## config.mk

```make
export PLATFORM = sky130hd
export DESIGN_NAME = lcd_write_arbiter_flat
export DESIGN_NICKNAME = d
export VERILOG_FILES = /design/src/rtl/lcd_write_arbiter_if.sv /design/src/rtl/lcd_write_arbiter.sv /design/src/flat_wrapper.sv
export SDC_FILE = /design/constraint.sdc
export NUM_CORES = 1
export LEC_CHECK = 0
export ABC_AREA = 1
export BUFFER_PORTS_ARGS = -buffer_cell sky130_fd_sc_hd__clkbuf_2
export CORE_UTILIZATION = 30
export CTS_CLUSTER_SIZE = 40
export DETAILED_ROUTE_END_ITERATION = 16
export SYNTH_ARGS = -nofsm -noshare
export SYNTH_HDL_FRONTEND = slang
export SYNTH_SLANG_ARGS = --single-unit
```

## constraint.sdc

```tcl
create_clock -name iCLK_50MHZ -period 3.15 [get_ports iCLK_50MHZ]
set_input_delay 0 -clock iCLK_50MHZ [delete_from_list [all_inputs] [get_ports iCLK_50MHZ]]
set_output_delay 0 -clock iCLK_50MHZ [all_outputs]
set_load 0.05 [all_outputs]
```

## src/rtl/lcd_write_arbiter_if.sv

```systemverilog
`default_nettype none
// +----------------------------------------------------------------------------+
// | Module      : lcd_write_arbiter_if                                         |
// | Description : Request/ack handshake and LCD payload bundle for the arbiter. |
// | Revision    : 1.0 - initial release                                         |
// +----------------------------------------------------------------------------+
interface lcd_write_arbiter_if;
  logic        req0;
  logic [25:0] pc0;
  logic [5:0]  opcode0;
  logic [31:0] data0;
  logic        req1;
  logic [25:0] pc1;
  logic [5:0]  opcode1;
  logic [31:0] data1;
  logic        ack0;
  logic        ack1;
  logic        o_wlcd;
  logic [25:0] o_pc;
  logic [5:0]  o_opcode;
  logic [31:0] o_data;
  logic        o_src;
  logic        busy;

  // Requester/observer side
  modport master (
    output req0, pc0, opcode0, data0,
    output req1, pc1, opcode1, data1,
    input  ack0, ack1, o_wlcd, o_pc, o_opcode, o_data, o_src, busy
  );

  // Arbiter side
  modport slave (
    input  req0, pc0, opcode0, data0,
    input  req1, pc1, opcode1, data1,
    output ack0, ack1, o_wlcd, o_pc, o_opcode, o_data, o_src, busy
  );
endinterface
`default_nettype wire

```

## src/rtl/lcd_write_arbiter.sv

```systemverilog
`default_nettype none
// +----------------------------------------------------------------------------+
// | Module      : lcd_write_arbiter                                            |
// | Description : Two-requester arbiter for the LCD update port; strobes then   |
// |               dwells on each granted message. LCD_ARB_FIXED_PRIO_EN selects |
// |               fixed priority (requester 0) instead of round-robin.          |
// | Revision    : 1.0 - initial release                                         |
// +----------------------------------------------------------------------------+
module lcd_write_arbiter #(
  parameter int STROBE_CYCLES = 4,
  parameter int DWELL_CYCLES  = 25_000_000
) (
  input wire logic           iCLK_50MHZ,
  input wire logic           iRST_N,
  lcd_write_arbiter_if.slave bus
);

  localparam int c_MAX_LOAD = (STROBE_CYCLES > DWELL_CYCLES) ? (STROBE_CYCLES - 1)
                                                             : (DWELL_CYCLES - 1);
  localparam int c_CNT_W    = (c_MAX_LOAD < 1) ? 1 : $clog2(c_MAX_LOAD + 1);

  localparam logic [c_CNT_W-1:0] c_STROBE_LOAD = c_CNT_W'(STROBE_CYCLES - 1);
  localparam logic [c_CNT_W-1:0] c_DWELL_LOAD  = c_CNT_W'(DWELL_CYCLES - 1);
  localparam logic [c_CNT_W-1:0] c_CNT_ONE     = c_CNT_W'(1);

  typedef enum logic [1:0] {
    S_IDLE   = 2'd0,
    S_STROBE = 2'd1,
    S_DWELL  = 2'd2
  } state_t;

  state_t              r_state;
  logic [c_CNT_W-1:0]  r_cnt;
  logic                r_ack0;
  logic                r_ack1;
  logic                r_wlcd;
  logic [25:0]         r_pc;
  logic [5:0]          r_opcode;
  logic [31:0]         r_data;
  logic                r_src;
  logic                r_busy;

  logic                w_any_req;
  logic                w_win1;

  assign w_any_req = bus.req0 | bus.req1;

`ifdef LCD_ARB_FIXED_PRIO_EN
  assign w_win1 = bus.req1 & ~bus.req0;
`else
  // Last-granted requester loses a tie; resets to 1 so requester 0 wins first.
  logic r_last;

  assign w_win1 = bus.req1 & (~bus.req0 | ~r_last);

  always_ff @(posedge iCLK_50MHZ or negedge iRST_N) begin
    if (!iRST_N) begin
      r_last <= 1'b1;
    end else if (r_state == S_IDLE && w_any_req) begin
      r_last <= w_win1;
    end
  end
`endif

  always_ff @(posedge iCLK_50MHZ or negedge iRST_N) begin
    if (!iRST_N) begin
      r_state  <= S_IDLE;
      r_cnt    <= '0;
      r_ack0   <= 1'b0;
      r_ack1   <= 1'b0;
      r_wlcd   <= 1'b0;
      r_pc     <= '0;
      r_opcode <= '0;
      r_data   <= '0;
      r_src    <= 1'b0;
      r_busy   <= 1'b0;
    end else begin
      r_ack0 <= 1'b0;
      r_ack1 <= 1'b0;
      case (r_state)
        S_IDLE: begin
          if (w_any_req) begin
            r_ack0   <= ~w_win1;
            r_ack1   <= w_win1;
            r_pc     <= w_win1 ? bus.pc1     : bus.pc0;
            r_opcode <= w_win1 ? bus.opcode1 : bus.opcode0;
            r_data   <= w_win1 ? bus.data1   : bus.data0;
            r_src    <= w_win1;
            r_wlcd   <= 1'b1;
            r_busy   <= 1'b1;
            r_cnt    <= c_STROBE_LOAD;
            r_state  <= S_STROBE;
          end
        end
        S_STROBE: begin
          if (r_cnt == '0) begin
            r_wlcd  <= 1'b0;
            r_cnt   <= c_DWELL_LOAD;
            r_state <= S_DWELL;
          end else begin
            r_cnt <= r_cnt - c_CNT_ONE;
          end
        end
        S_DWELL: begin
          if (r_cnt == '0) begin
            r_busy  <= 1'b0;
            r_state <= S_IDLE;
          end else begin
            r_cnt <= r_cnt - c_CNT_ONE;
          end
        end
        default: begin
          r_wlcd  <= 1'b0;
          r_busy  <= 1'b0;
          r_cnt   <= '0;
          r_state <= S_IDLE;
        end
      endcase
    end
  end

  assign bus.ack0     = r_ack0;
  assign bus.ack1     = r_ack1;
  assign bus.o_wlcd   = r_wlcd;
  assign bus.o_pc     = r_pc;
  assign bus.o_opcode = r_opcode;
  assign bus.o_data   = r_data;
  assign bus.o_src    = r_src;
  assign bus.busy     = r_busy;

endmodule
`default_nettype wire

```

## src/flat_wrapper.sv

```systemverilog
// flat-port wrapper written by rule: the top's interface ports become plain ports
module lcd_write_arbiter_flat 
#(
  parameter int STROBE_CYCLES = 4,
  parameter int DWELL_CYCLES  = 25_000_000
)
  (iCLK_50MHZ, iRST_N, bus_req0, bus_pc0, bus_opcode0, bus_data0, bus_req1, bus_pc1, bus_opcode1, bus_data1, bus_ack0, bus_ack1, bus_o_wlcd, bus_o_pc, bus_o_opcode, bus_o_data, bus_o_src, bus_busy);
  lcd_write_arbiter_if bus_i ();
  input wire logic iCLK_50MHZ;
  input wire logic iRST_N;
  input wire logic [$bits(bus_i.req0)-1:0] bus_req0;
  input wire logic [$bits(bus_i.pc0)-1:0] bus_pc0;
  input wire logic [$bits(bus_i.opcode0)-1:0] bus_opcode0;
  input wire logic [$bits(bus_i.data0)-1:0] bus_data0;
  input wire logic [$bits(bus_i.req1)-1:0] bus_req1;
  input wire logic [$bits(bus_i.pc1)-1:0] bus_pc1;
  input wire logic [$bits(bus_i.opcode1)-1:0] bus_opcode1;
  input wire logic [$bits(bus_i.data1)-1:0] bus_data1;
  output wire logic [$bits(bus_i.ack0)-1:0] bus_ack0;
  output wire logic [$bits(bus_i.ack1)-1:0] bus_ack1;
  output wire logic [$bits(bus_i.o_wlcd)-1:0] bus_o_wlcd;
  output wire logic [$bits(bus_i.o_pc)-1:0] bus_o_pc;
  output wire logic [$bits(bus_i.o_opcode)-1:0] bus_o_opcode;
  output wire logic [$bits(bus_i.o_data)-1:0] bus_o_data;
  output wire logic [$bits(bus_i.o_src)-1:0] bus_o_src;
  output wire logic [$bits(bus_i.busy)-1:0] bus_busy;
  assign bus_i.req0 = bus_req0;
  assign bus_i.pc0 = bus_pc0;
  assign bus_i.opcode0 = bus_opcode0;
  assign bus_i.data0 = bus_data0;
  assign bus_i.req1 = bus_req1;
  assign bus_i.pc1 = bus_pc1;
  assign bus_i.opcode1 = bus_opcode1;
  assign bus_i.data1 = bus_data1;
  assign bus_ack0 = bus_i.ack0;
  assign bus_ack1 = bus_i.ack1;
  assign bus_o_wlcd = bus_i.o_wlcd;
  assign bus_o_pc = bus_i.o_pc;
  assign bus_o_opcode = bus_i.o_opcode;
  assign bus_o_data = bus_i.o_data;
  assign bus_o_src = bus_i.o_src;
  assign bus_busy = bus_i.busy;
  lcd_write_arbiter #(.STROBE_CYCLES(STROBE_CYCLES), .DWELL_CYCLES(DWELL_CYCLES)) u_core (.iCLK_50MHZ(iCLK_50MHZ), .iRST_N(iRST_N), .bus(bus_i));
endmodule
```

==> results of run 1 <==
==> power groups by stage <==
stage | Clock [uW] | Sequential [uW] | Combinational [uW]
floorplan | 0 | 1630 | 79.9
global placement | 0 | 1380 | 537
detailed placement | 0 | 1380 | 540
CTS | 1080 | 1360 | 696
global route | 1120 | 1370 | 751
finish | 1060 | 1360 | 704
==> area by class of cell <==
type,instances,area [um^2]
clock buffers,10,239
flip-flops and latches,97,2430
fillers,1530,8330
repair buffers,334,2330
inverters,43,161
multi-input cells,487,2260
well taps,216,270
clock inverters,5,40.0
==> stage by stage <==
step	hold slack, ns	setup WS (ns)
final	-0.00368	0.290
after global routing	0.0237	0.0764
after CTS	0.00399	0.330
after detailed placement	0.212	0.876
after global placement	0.206	0.966
after floorplan	-0.296	1.47
==> cell usage in the layout (no fill, tap or decap), drive strengths merged, types with 2 or more instances in the layout <==
| master | Yosys | routed |
|---|---|---|
| buf | 15 | 7 |
| clkbuf | 13 | 209 |
| clkinv | 0 | 4 |
| dfrtp | 96 | 96 |
| dlygate4sd3 | 0 | 128 |
| inv | 43 | 44 |
| nand2 | 232 | 232 |
| nand3 | 48 | 48 |
| nand4 | 2 | 2 |
| nor2 | 90 | 90 |
| nor3 | 2 | 2 |
| o2111ai | 6 | 6 |
| o21ai | 89 | 89 |
| xor2 | 12 | 12 |
==> worst register-to-register path, stage by stage (launching register included) <==
cell and delay [ns]:
dfrtp_1 0.47, inv_2 0.13, nand2_2 0.10, nor2_2 0.47
nand2_1 0.10, inv_1 0.69, nand2_1 0.16, nand3_1 0.12
dlygate4sd3_1 0.56
==> cell families after synthesis <==
family                   after synthesis  synth area share [%]
flip-flops                            97                  48.6
XOR/XNOR                              13                  2.28
buffers and inverters                 71                  6.21
AO/OA/AOI/OAI                         96                  10.9
adder cells (fa/ha/maj)                1                 0.250
AND/OR/NAND/NOR                      377                  31.8
==> repair_timing <==
action,4_1_cts,5_1_grt
setup buffers,0,0
gates resized for setup,0,0
endpoints found under the hold margin,143,0
hold buffers,128,0
==> routing by layer <==
metal	global-route usage [%]	share of wire (%)
met1	23.9	41
met2	33.7	50
met3	5.36	6.8
met4	7.51	2.4
met5	0	0
==> path summary, 6_finish.rpt <==
kind                       slack (ns)                    end  depth (start not counted)         startpoint
max in group asynchronous        1.92    u_core.bus.o_pc[11]                          3             iRST_N
max reg2reg                      0.29  u_core.bus.o_data[29]                          8  u_core.r_state[1]
min                            -0.004    u_core.bus.o_pc[20]                          3        bus_pc0[20]
max                              0.29  u_core.bus.o_data[29]                          8  u_core.r_state[1]
min in group asynchronous        0.40  u_core.bus.o_data[11]                          2             iRST_N
min reg2reg                      0.47          u_core.r_last                          2      u_core.r_last
==> sequential cells by signal, summed over array words and instances (netlist names) <==
name / cells
u_core.bus.o_src: 1
u_core.bus.ack0: 1
u_core.r_cnt: 25
u_core.bus.o_pc: 26
u_core.bus.o_opcode: 6
u_core.r_state: 2
u_core.bus.ack1: 1
u_core.r_last: 1
u_core.bus.busy: 1
u_core.bus.o_data: 32
u_core.bus.o_wlcd: 1
==> run_results.csv, run 1 <==
group,metric,value,unit
drt,ant_nets,0,
timing,setup_viol,0,
synth,ys_seq_area_share,48.6,%
worst_setup_path,cp_slowest_stage_delay,0.69,ns
worst_setup_path,required,3.44,ns
clocking,cts_tree,"done",
floorplanning,die_width,131,um
pwr,power_frac_seq,43.6,%
layout,nets,1105,
worst_setup_path,cp_slowest_cell,"inv_1",
layout,syn_to_final_growth,54.7,%
floorplanning,die_area,0.0172,mm^2
hold_path,hp-class,"input port to register",
pwr,irDropWorstVdd,0.217,mV
grt,globalRouteOverflowTotal,0,
pwr,switching_share,31.0,%
grt,grtUsageTotal,19.8,%
timing,fin_tns_setup,0,ns
synth,synth_area_leaders,"dfrtp_1 (48%), nand2_1 (17%), o21ai_0 (6.5%), nor2_1 (5.6%), nand3_1 (4.7%)",
grt,grt_pass1_vias,5490,
status,status,"complete, but fails checks",
pwr,p_clk_share,33.9,%
timing,finalCritPeriodShare,90.8,%
synth,netlist_instances,655,
synth,syn_area,0.00500,mm^2
synth,syn_nets,788,
worst_setup_path,crit_buf_inv,3,
timing,finClkSkew,0.00872,ns
clocking,cts.sinks,97,
drt,wire_per_inst,13.6,um
synth,avgSynthCellArea,7.63,um^2
layout,instances_no_fill,1192,
drt,drcViolationCount,0,
worst_setup_path,crit_fanout,29,
timing,worstMarginPinSlew,1.05,ns
pwr,p_comb_share,22.6,%
layout,fin_util,48.1,%
synth,synth_ff_type,"dfrtp_1",
clocking,clk_path_buf_depth,2,
worst_setup_path,cp-end-kind,"register",
worst_setup_path,cp.arrival,3.15,ns
pwr,switching_power,966,uW
flow_run,maxCapViolCount,0,
drt,wl,16200,um
timing,max_clock_freq,350,MHz
place,placed_cells,1049,
layout,insertedDiodeCount,0,
synth,synth.most_common_cell,"nand2_1",
layout,layout-drive-gt1-share,27.4,%
timing,period_needed,2.86,ns
synth,synth-edff-count,0,
status,failed_checks,"negative hold slack",
timing,hold_viol,1,
timing,rsz0062_at_grt,"false",
drt,viasPerCell,4.60,
synth,ys_types,31,
pwr,power_density,404,mW/mm^2
layout,finalInstanceArea,0.00773,mm^2
synth,synth_warnings,0,
clocking,clk_latency,0.35,ns
worst_setup_path,crit_chain,"inv_2 -> nand2_2 -> nor2_2 -> nand2_1 -> inv_1 -> nand2_1 -> nand3_1 -> dlygate4sd3_1",
synth,synth_seq_cells,97,
synth,netlist_top_cells_count,"nand2_1 (226), dfrtp_1 (96), nor2_1 (75), o21ai_0 (65), nand3_1 (47)",
timing,maxSlewHeadroom,29.9,%
place,gp_congestion,0.818,
synth,synth_top_area_share,48.1,%
floorplanning,row_count,46,
worst_setup_path,cp-start-kind,"register",
grt,grt_pass1_wl,26200,um
pwr,total_power,3120,uW
floorplanning,initial_core_util,31.1,%
place,place_area,0.00617,mm^2
worst_setup_path,path_delay_family,"buffers and inverters",
synth,async_reset_ff_share,100,%
clocking,root_buffer,"clkbuf_16",
drt,drt-initial-drc-count,260,
grt,grt_max_degree,82,
place,place_hpwl,10600,um
timing,maxSlewViolCount,0,
worst_setup_path,path_class,"register to register",
synth,yosys.area.top_type,"dfrtp_1",
pwr,p_leak,0.00396,uW
timing,fin_hold_ws,-0.00368,ns
drt,route.vias.total,5486,
clocking,path_clk_slew,0.07,ns
clocking,cts_buffers,9,
floorplanning,dieHeight,131,um
clocking,htreeDepth,3,
worst_setup_path,path_common_cell,"nand2_1",
place,port_buffers,200,
grt,grt_antenna_before_repair,0,
floorplanning,core_area,0.0161,mm^2
pwr,p_int,2150,uW
drt,first_pass_iters,4,
floorplanning,io_pins,201,
(Power assumes the default switching activity.)
==> inputs of run 2 (changes only) <==
--- a/config.mk
+++ b/config.mk
@@ -7,9 +7,12 @@
 export LEC_CHECK = 0
 export ABC_AREA = 1
 export BUFFER_PORTS_ARGS = -buffer_cell sky130_fd_sc_hd__clkbuf_2
-export CORE_UTILIZATION = 30
+export CELL_PAD_IN_SITES_DETAIL_PLACEMENT = 2
+export CELL_PAD_IN_SITES_GLOBAL_PLACEMENT = 2
+export CORE_UTILIZATION = 28
 export CTS_CLUSTER_SIZE = 40
 export DETAILED_ROUTE_END_ITERATION = 16
+export PLACE_DENSITY_LB_ADDON = 0.1
 export SYNTH_ARGS = -nofsm -noshare
 export SYNTH_HDL_FRONTEND = slang
 export SYNTH_SLANG_ARGS = --single-unit
==> run 2 against run 1 <==
Against the previous run:
- the run now ends clean
- maximum frequency grew 1.7%
- core utilization is 3.4 points lower
- sequential cell count unchanged
- clock-buffer cell count is 2 higher
- non-clock buffer count stayed put
- sequential power is essentially flat
- first-iteration DRC count fell by 42%
- global-route usage rose by 9.3 points
- critical path depth up 2
- setup slack gained 0.047 ns
- largest power group unchanged
==> run_results.csv, run 2 (same netlist as run 1, synthesis figures left out) <==
group,metric,value,unit
status,status,"complete, no violations",
timing,maxSlewHeadroom,30.8,%
drt,viasPerCell,4.91,
pwr,power_density,420,mW/mm^2
worst_setup_path,cp_slowest_cell,"dlygate4sd3_1",
clocking,cts_setup_buffers,0,
clocking,clk_latency,0.35,ns
worst_setup_path,path_class,"register to register",
clocking,cts_tree,"done",
grt,grt_max_degree,75,
worst_setup_path,crit_chain,"inv_2 -> nand2_2 -> nor2_2 -> buf_4 -> nand2_1 -> inv_1 -> buf_4 -> nand2_1 -> nand3_1 -> dlygate4sd3_1",
floorplanning,die_width,136,um
floorplanning,io_pins,201,
flow_run,maxCapViolCount,0,
clocking,cts.sinks,97,
grt,grt_antenna_before_repair,1,
floorplanning,row_count,48,
layout,layout-drive-gt1-share,27.5,%
layout,syn_to_final_growth,55.4,%
drt,drcViolationCount,0,
hold_path,hp-class,"input port to register",
drt,wl_met1,9510,um
drt,wl_met3,1460,um
drt,wire_per_inst,21.2,um
place,port_buffers,200,
place,gp_congestion,0.798,
hold_path,min_to,"u_core.bus.o_data[11]",
drt,first_pass_iters,4,
clocking,cts_buffers,9,
worst_setup_path,crit_buf_inv,5,
floorplanning,dieHeight,136,um
worst_setup_path,cp-start-kind,"register",
clocking,hold_buffers,126,
timing,hold_viol,0,
pwr,p_leak,0.00398,uW
grt,globalRouteOverflowTotal,0,
grt,grt_pass1_wl,40000,um
clocking,path_clk_slew,0.08,ns
timing,fin_tns_setup,0,ns
timing,worstMarginPinSlew,1.04,ns
drt,drt-initial-drc-count,152,
worst_setup_path,rr_startpoint,"u_core.r_state[1]",
clocking,clk_path_buf_depth,2,
pwr,irDropWorstVdd,0.228,mV
clocking,root_buffer,"clkbuf_16",
timing,setup_viol,0,
timing,finalCritPeriodShare,89.3,%
drt,top_layer,"met4",
clocking,cts_resized,0,
floorplanning,initial_core_util,28.8,%
drt,wl_met2,13800,um
layout,fin_util,44.7,%
hold_path,hold_start,"bus_data0[11]",
layout,largest_reg_flops,32,
worst_setup_path,path_delay_family,"buffers and inverters",
worst_setup_path,reg2reg_slack,0.34,ns
layout,nets,1105,
drt,route.vias.total,5907,
worst_setup_path,required,3.43,ns
floorplanning,die_area,0.0184,mm^2
floorplanning,core_area,0.0174,mm^2
drt,wl,25500,um
timing,max_clock_freq,355,MHz
hold_path,holdPathStages,3,
worst_setup_path,cp_slowest_stage_delay,0.60,ns
worst_setup_path,r2r_cells,10,
grt,grt_pass1_vias,7099,
clocking,htreeDepth,3,
worst_setup_path,cp.arrival,3.09,ns
timing,finClkSkew,0.0105,ns
grt,grtUsageTotal,29.1,%
worst_setup_path,cp-end-kind,"register",
worst_setup_path,crit_fanout,38,
place,place_hpwl,14700,um
timing,rsz0062_at_grt,"false",
drt,ant_nets,0,
layout,most-common-layout-cells,"nand2_1 (226), clkbuf_2 (199), dlygate4sd3_1 (126)",
timing,period_needed,2.81,ns
worst_setup_path,rr_endpoint,"u_core.bus.o_data[24]",
layout,nFillCells,1942,
timing,maxSlewViolCount,0,
layout,final_common_cell,"nand2_1",
==> run 2: worst max-delay path by stage <==
stage                            from               endpoint  cells after the start  slack (ns)
floorplan             u_core.r_cnt[0]        u_core.r_cnt[0]                     12        1.47
finish              u_core.r_state[1]  u_core.bus.o_data[24]                     10        0.34
CTS                 u_core.r_state[1]     u_core.bus.o_pc[6]                     10        0.58
global placement      u_core.r_cnt[0]        u_core.r_cnt[1]                     11        1.18
detailed placement    u_core.r_cnt[0]        u_core.r_cnt[0]                     11        1.09
global route        u_core.r_state[1]  u_core.bus.o_data[24]                     10        0.14
==> run 2: routing by layer <==
metal | global-route usage, % | up-vias
met1 | 30.7 | 2976
li1 | - | 2719
met2 | 54.1 | 168
met3 | 8.19 | 44
met4 | 11.4 | 0
met5 | 0 | -
==> run 2: tightest hold or removal path: stages <==
cell and delay, ns:
clkbuf_2 0.08, o21ai_0 0.08, o21ai_0 0.16
==> run 2: area by class of cell <==
type / count / area [um^2] / area share (%)
clock buffer: 12 / 256 / 3.30
timing repair buffer: 334 / 2340 / 30.1
tap: 225 / 282 / 3.63
inverter: 43 / 161 / 2.08
clock inverter: 4 / 35.0 / 0.451
multi-input combinational: 487 / 2260 / 29.1
sequential: 97 / 2430 / 31.3
antenna: 1 / 2.50 / 0.0322
==> run 2: metrics by stage <==
step                std cells  instance area, um^2  power, uW  hold slack, ns  setup WS (ns)
floorplan                 655                 5000       1710          -0.296           1.47
global placement         1060                 6210       1920           0.205           1.18
detailed placement       1060                 6210       1940           0.217           1.09
CTS                      1202                 7760       3230         0.00264          0.577
global route             1203                 7760       3370          0.0404          0.136
finish                   1203                 7760       3260          0.0205          0.337
==> run 2: report_power, final <==
part | total (uW) | internal, uW | switching (uW)
logic | 751 | 278 | 473
registers | 1370 | 1320 | 54.5
clock network | 1130 | 590 | 545
total | 3260 | 2180 | 1070
==> inputs of run 3 (changes only) <==
--- a/config.mk
+++ b/config.mk
@@ -9,10 +9,12 @@
 export BUFFER_PORTS_ARGS = -buffer_cell sky130_fd_sc_hd__clkbuf_2
 export CELL_PAD_IN_SITES_DETAIL_PLACEMENT = 2
 export CELL_PAD_IN_SITES_GLOBAL_PLACEMENT = 2
+export CORE_ASPECT_RATIO = 1.1
 export CORE_UTILIZATION = 28
 export CTS_CLUSTER_SIZE = 40
 export DETAILED_ROUTE_END_ITERATION = 16
 export PLACE_DENSITY_LB_ADDON = 0.1
+export SETUP_SLACK_MARGIN = 0.4
 export SYNTH_ARGS = -nofsm -noshare
 export SYNTH_HDL_FRONTEND = slang
 export SYNTH_SLANG_ARGS = --single-unit
==> run 3 against run 2 <==
Against the previous run:
- the run now ends with negative hold slack left
- combinational power hardly changed
- maximum frequency rose by 6.6%
- critical path depth down 3
- sequential share of layout area is essentially flat
- via count fell by 0.44%
- worst hold slack lost 0.047 ns
- die area hardly changed
- design area is essentially flat
- non-clock buffer count shrank 1
- sequential power barely moved
- sequential cell count unchanged
- first-iteration DRC count unchanged
==> run_results.csv, run 3 (same netlist as run 1, synthesis figures left out) <==
group,metric,value,unit
status,status,"complete, but fails checks",
status,failed_checks,"negative hold slack",
grt,grt_pass1_vias,7129,
timing,fin_hold_ws,-0.0261,ns
clocking,cts_setup_buffers,0,
worst_setup_path,reg2reg_slack,0.51,ns
timing,finClkSkew,0.0123,ns
pwr,power_density,424,mW/mm^2
worst_setup_path,required,3.43,ns
timing,maxSlewHeadroom,27.6,%
worst_setup_path,rr_endpoint,"u_core.bus.o_pc[10]",
grt,grt_max_degree,58,
layout,syn_to_final_growth,55.4,%
floorplanning,initial_core_util,28.9,%
floorplanning,row_count,50,
timing,fin_tns_setup,0,ns
floorplanning,core_area,0.0173,mm^2
hold_path,hp-class,"input port to register",
worst_setup_path,crit_fanout,17,
grt,grt_pass1_wl,39700,um
worst_setup_path,r2r_cells,7,
drt,drcViolationCount,0,
layout,final_common_cell,"nand2_1",
pwr,p_clk_share,35.6,%
layout,instances_no_fill,1211,
timing,setup_viol,0,
drt,first_pass_iters,4,
place,placed_cells,1067,
place,place_hpwl,14600,um
drt,wl,25300,um
clocking,root_buffer,"clkbuf_16",
clocking,clk_latency,0.36,ns
clocking,clk_path_buf_depth,2,
timing,maxSlewViolCount,0,
worst_setup_path,path_class,"register to register",
timing,hold_viol,1,
floorplanning,io_pins,201,
floorplanning,dieHeight,142,um
clocking,cts.sinks,97,
pwr,p_leak,0.00395,uW
pwr,switching_share,32.8,%
pwr,irDropWorstVdd,0.282,mV
floorplanning,die_area,0.0184,mm^2
pwr,p_int,2220,uW
worst_setup_path,cp-end-kind,"register",
layout,nets,1104,
worst_setup_path,cp.arrival,2.92,ns
pwr,power_frac_seq,41.6,%
place,gp_congestion,0.800,
timing,max_clock_freq,379,MHz
drt,viasPerCell,4.86,
pwr,switching_power,1080,uW
timing,finalCritPeriodShare,83.8,%
worst_setup_path,crit_start,"u_core.r_state[1]",
layout,most-common-layout-cells,"nand2_1 (226), clkbuf_2 (199), dlygate4sd3_1 (127)",
floorplanning,die_width,129,um
pwr,p_comb_share,22.8,%
drt,wire_per_inst,20.9,um
drt,ant_nets,0,
clocking,cts_buffers,9,
flow_run,maxCapViolCount,0,
grt,globalRouteOverflowTotal,0,
worst_setup_path,cp-start-kind,"register",
grt,grt_antenna_before_repair,0,
clocking,htreeDepth,3,
clocking,cts_tree,"done",
layout,layout-drive-gt1-share,27.5,%
worst_setup_path,worstSetupEndpoint,"u_core.bus.o_pc[10]",
drt,drt-initial-drc-count,152,
drt,route.vias.total,5881,
worst_setup_path,rr_startpoint,"u_core.r_state[1]",
clocking,path_clk_slew,0.08,ns
layout,largest_reg_flops,32,
timing,period_needed,2.64,ns
timing,rsz0062_at_grt,"false",
grt,grtUsageTotal,28.9,%
timing,worstMarginPinSlew,1.09,ns
place,port_buffers,200,
run 3: cell count changes in the layout (fill, tap and decap cells not counted), sizes merged:
cell         change
buf              -2
bufinv           +1
clkbuf           -2
clkinvlp         +2
dlygate4sd3      +1
inv              -1
run 3: what timing repair did:
item,in CTS,in global routing
gates resized for setup,0,3
hold buffers,127,0
endpoints found under the setup margin,0,40
endpoints found under the hold margin,119,0
run 3: power groups by stage:
stage          logic, uW  registers, uW  clock network, uW
3_3_place_gp         546           1380                  0
3_5_place_dp         560           1380                  0
6_report             752           1370               1170
5_1_grt              792           1380               1240
4_1_cts              717           1360               1180
2_1_floorplan       79.9           1630                  0
run 3: worst max-delay path, cell delays in order, from the launching register on:
cell	delay (ns)
dfrtp_1	0.49
inv_2	0.15
nand2_2	0.12
nor2_2	0.60
buf_4	0.36
nand2_1	0.10
nand3_1	0.11
dlygate4sd3_1	0.61
run 3: how the worst min path moves through the flow:
| stage | startpoint | end | slack, ns | depth (start not counted) |
|---|---|---|---|---|
| 2_1_floorplan | iRST_N | u_core.bus.ack0 | -0.30 | 0 |
| 3_3_place_gp | iRST_N | u_core.r_cnt[2] | 0.13 | 1 |
| 3_5_place_dp | iRST_N | u_core.r_cnt[3] | 0.15 | 1 |
| 4_1_cts | bus_data0[11] | u_core.bus.o_data[11] | 0.005 | 3 |
| 5_1_grt | bus_data0[15] | u_core.bus.o_data[15] | 0.01 | 3 |
| 6_report | bus_data0[15] | u_core.bus.o_data[15] | -0.03 | 3 |
run 3: final cells by class:
class | count | area (um^2)
diodes | 1 | 2.50
clock buffers | 10 | 229
clock inverters | 6 | 65.1
fillers | 1980 | 9500
inverters | 43 | 168
multi-input cells | 487 | 2260
flip-flops and latches | 97 | 2430
well taps | 234 | 293
repair buffers | 333 | 2320
run 3: per-layer routing:
layer	vias up	part of all wire [%]	global-route usage (%)
met5	-	0	0
met3	59	4.7	6.35
met2	166	53	53.1
li1	2707	-	-
met1	2949	38	31.0
met4	0	3.9	13.9
run 3: stage by stage:
step           util [%]  power, uW  worst slack, ns  area, um^2  hold slack [ns]
6_report           45.0       3300            0.511        7760          -0.0261
5_1_grt            45.0       3410            0.413        7760           0.0120
4_1_cts            44.9       3250            0.493        7760          0.00450
3_5_place_dp       35.9       1940             1.01        6190            0.152
3_3_place_gp       35.9       1920             1.13        6190            0.133
2_1_floorplan         -       1710             1.47        5000           -0.296
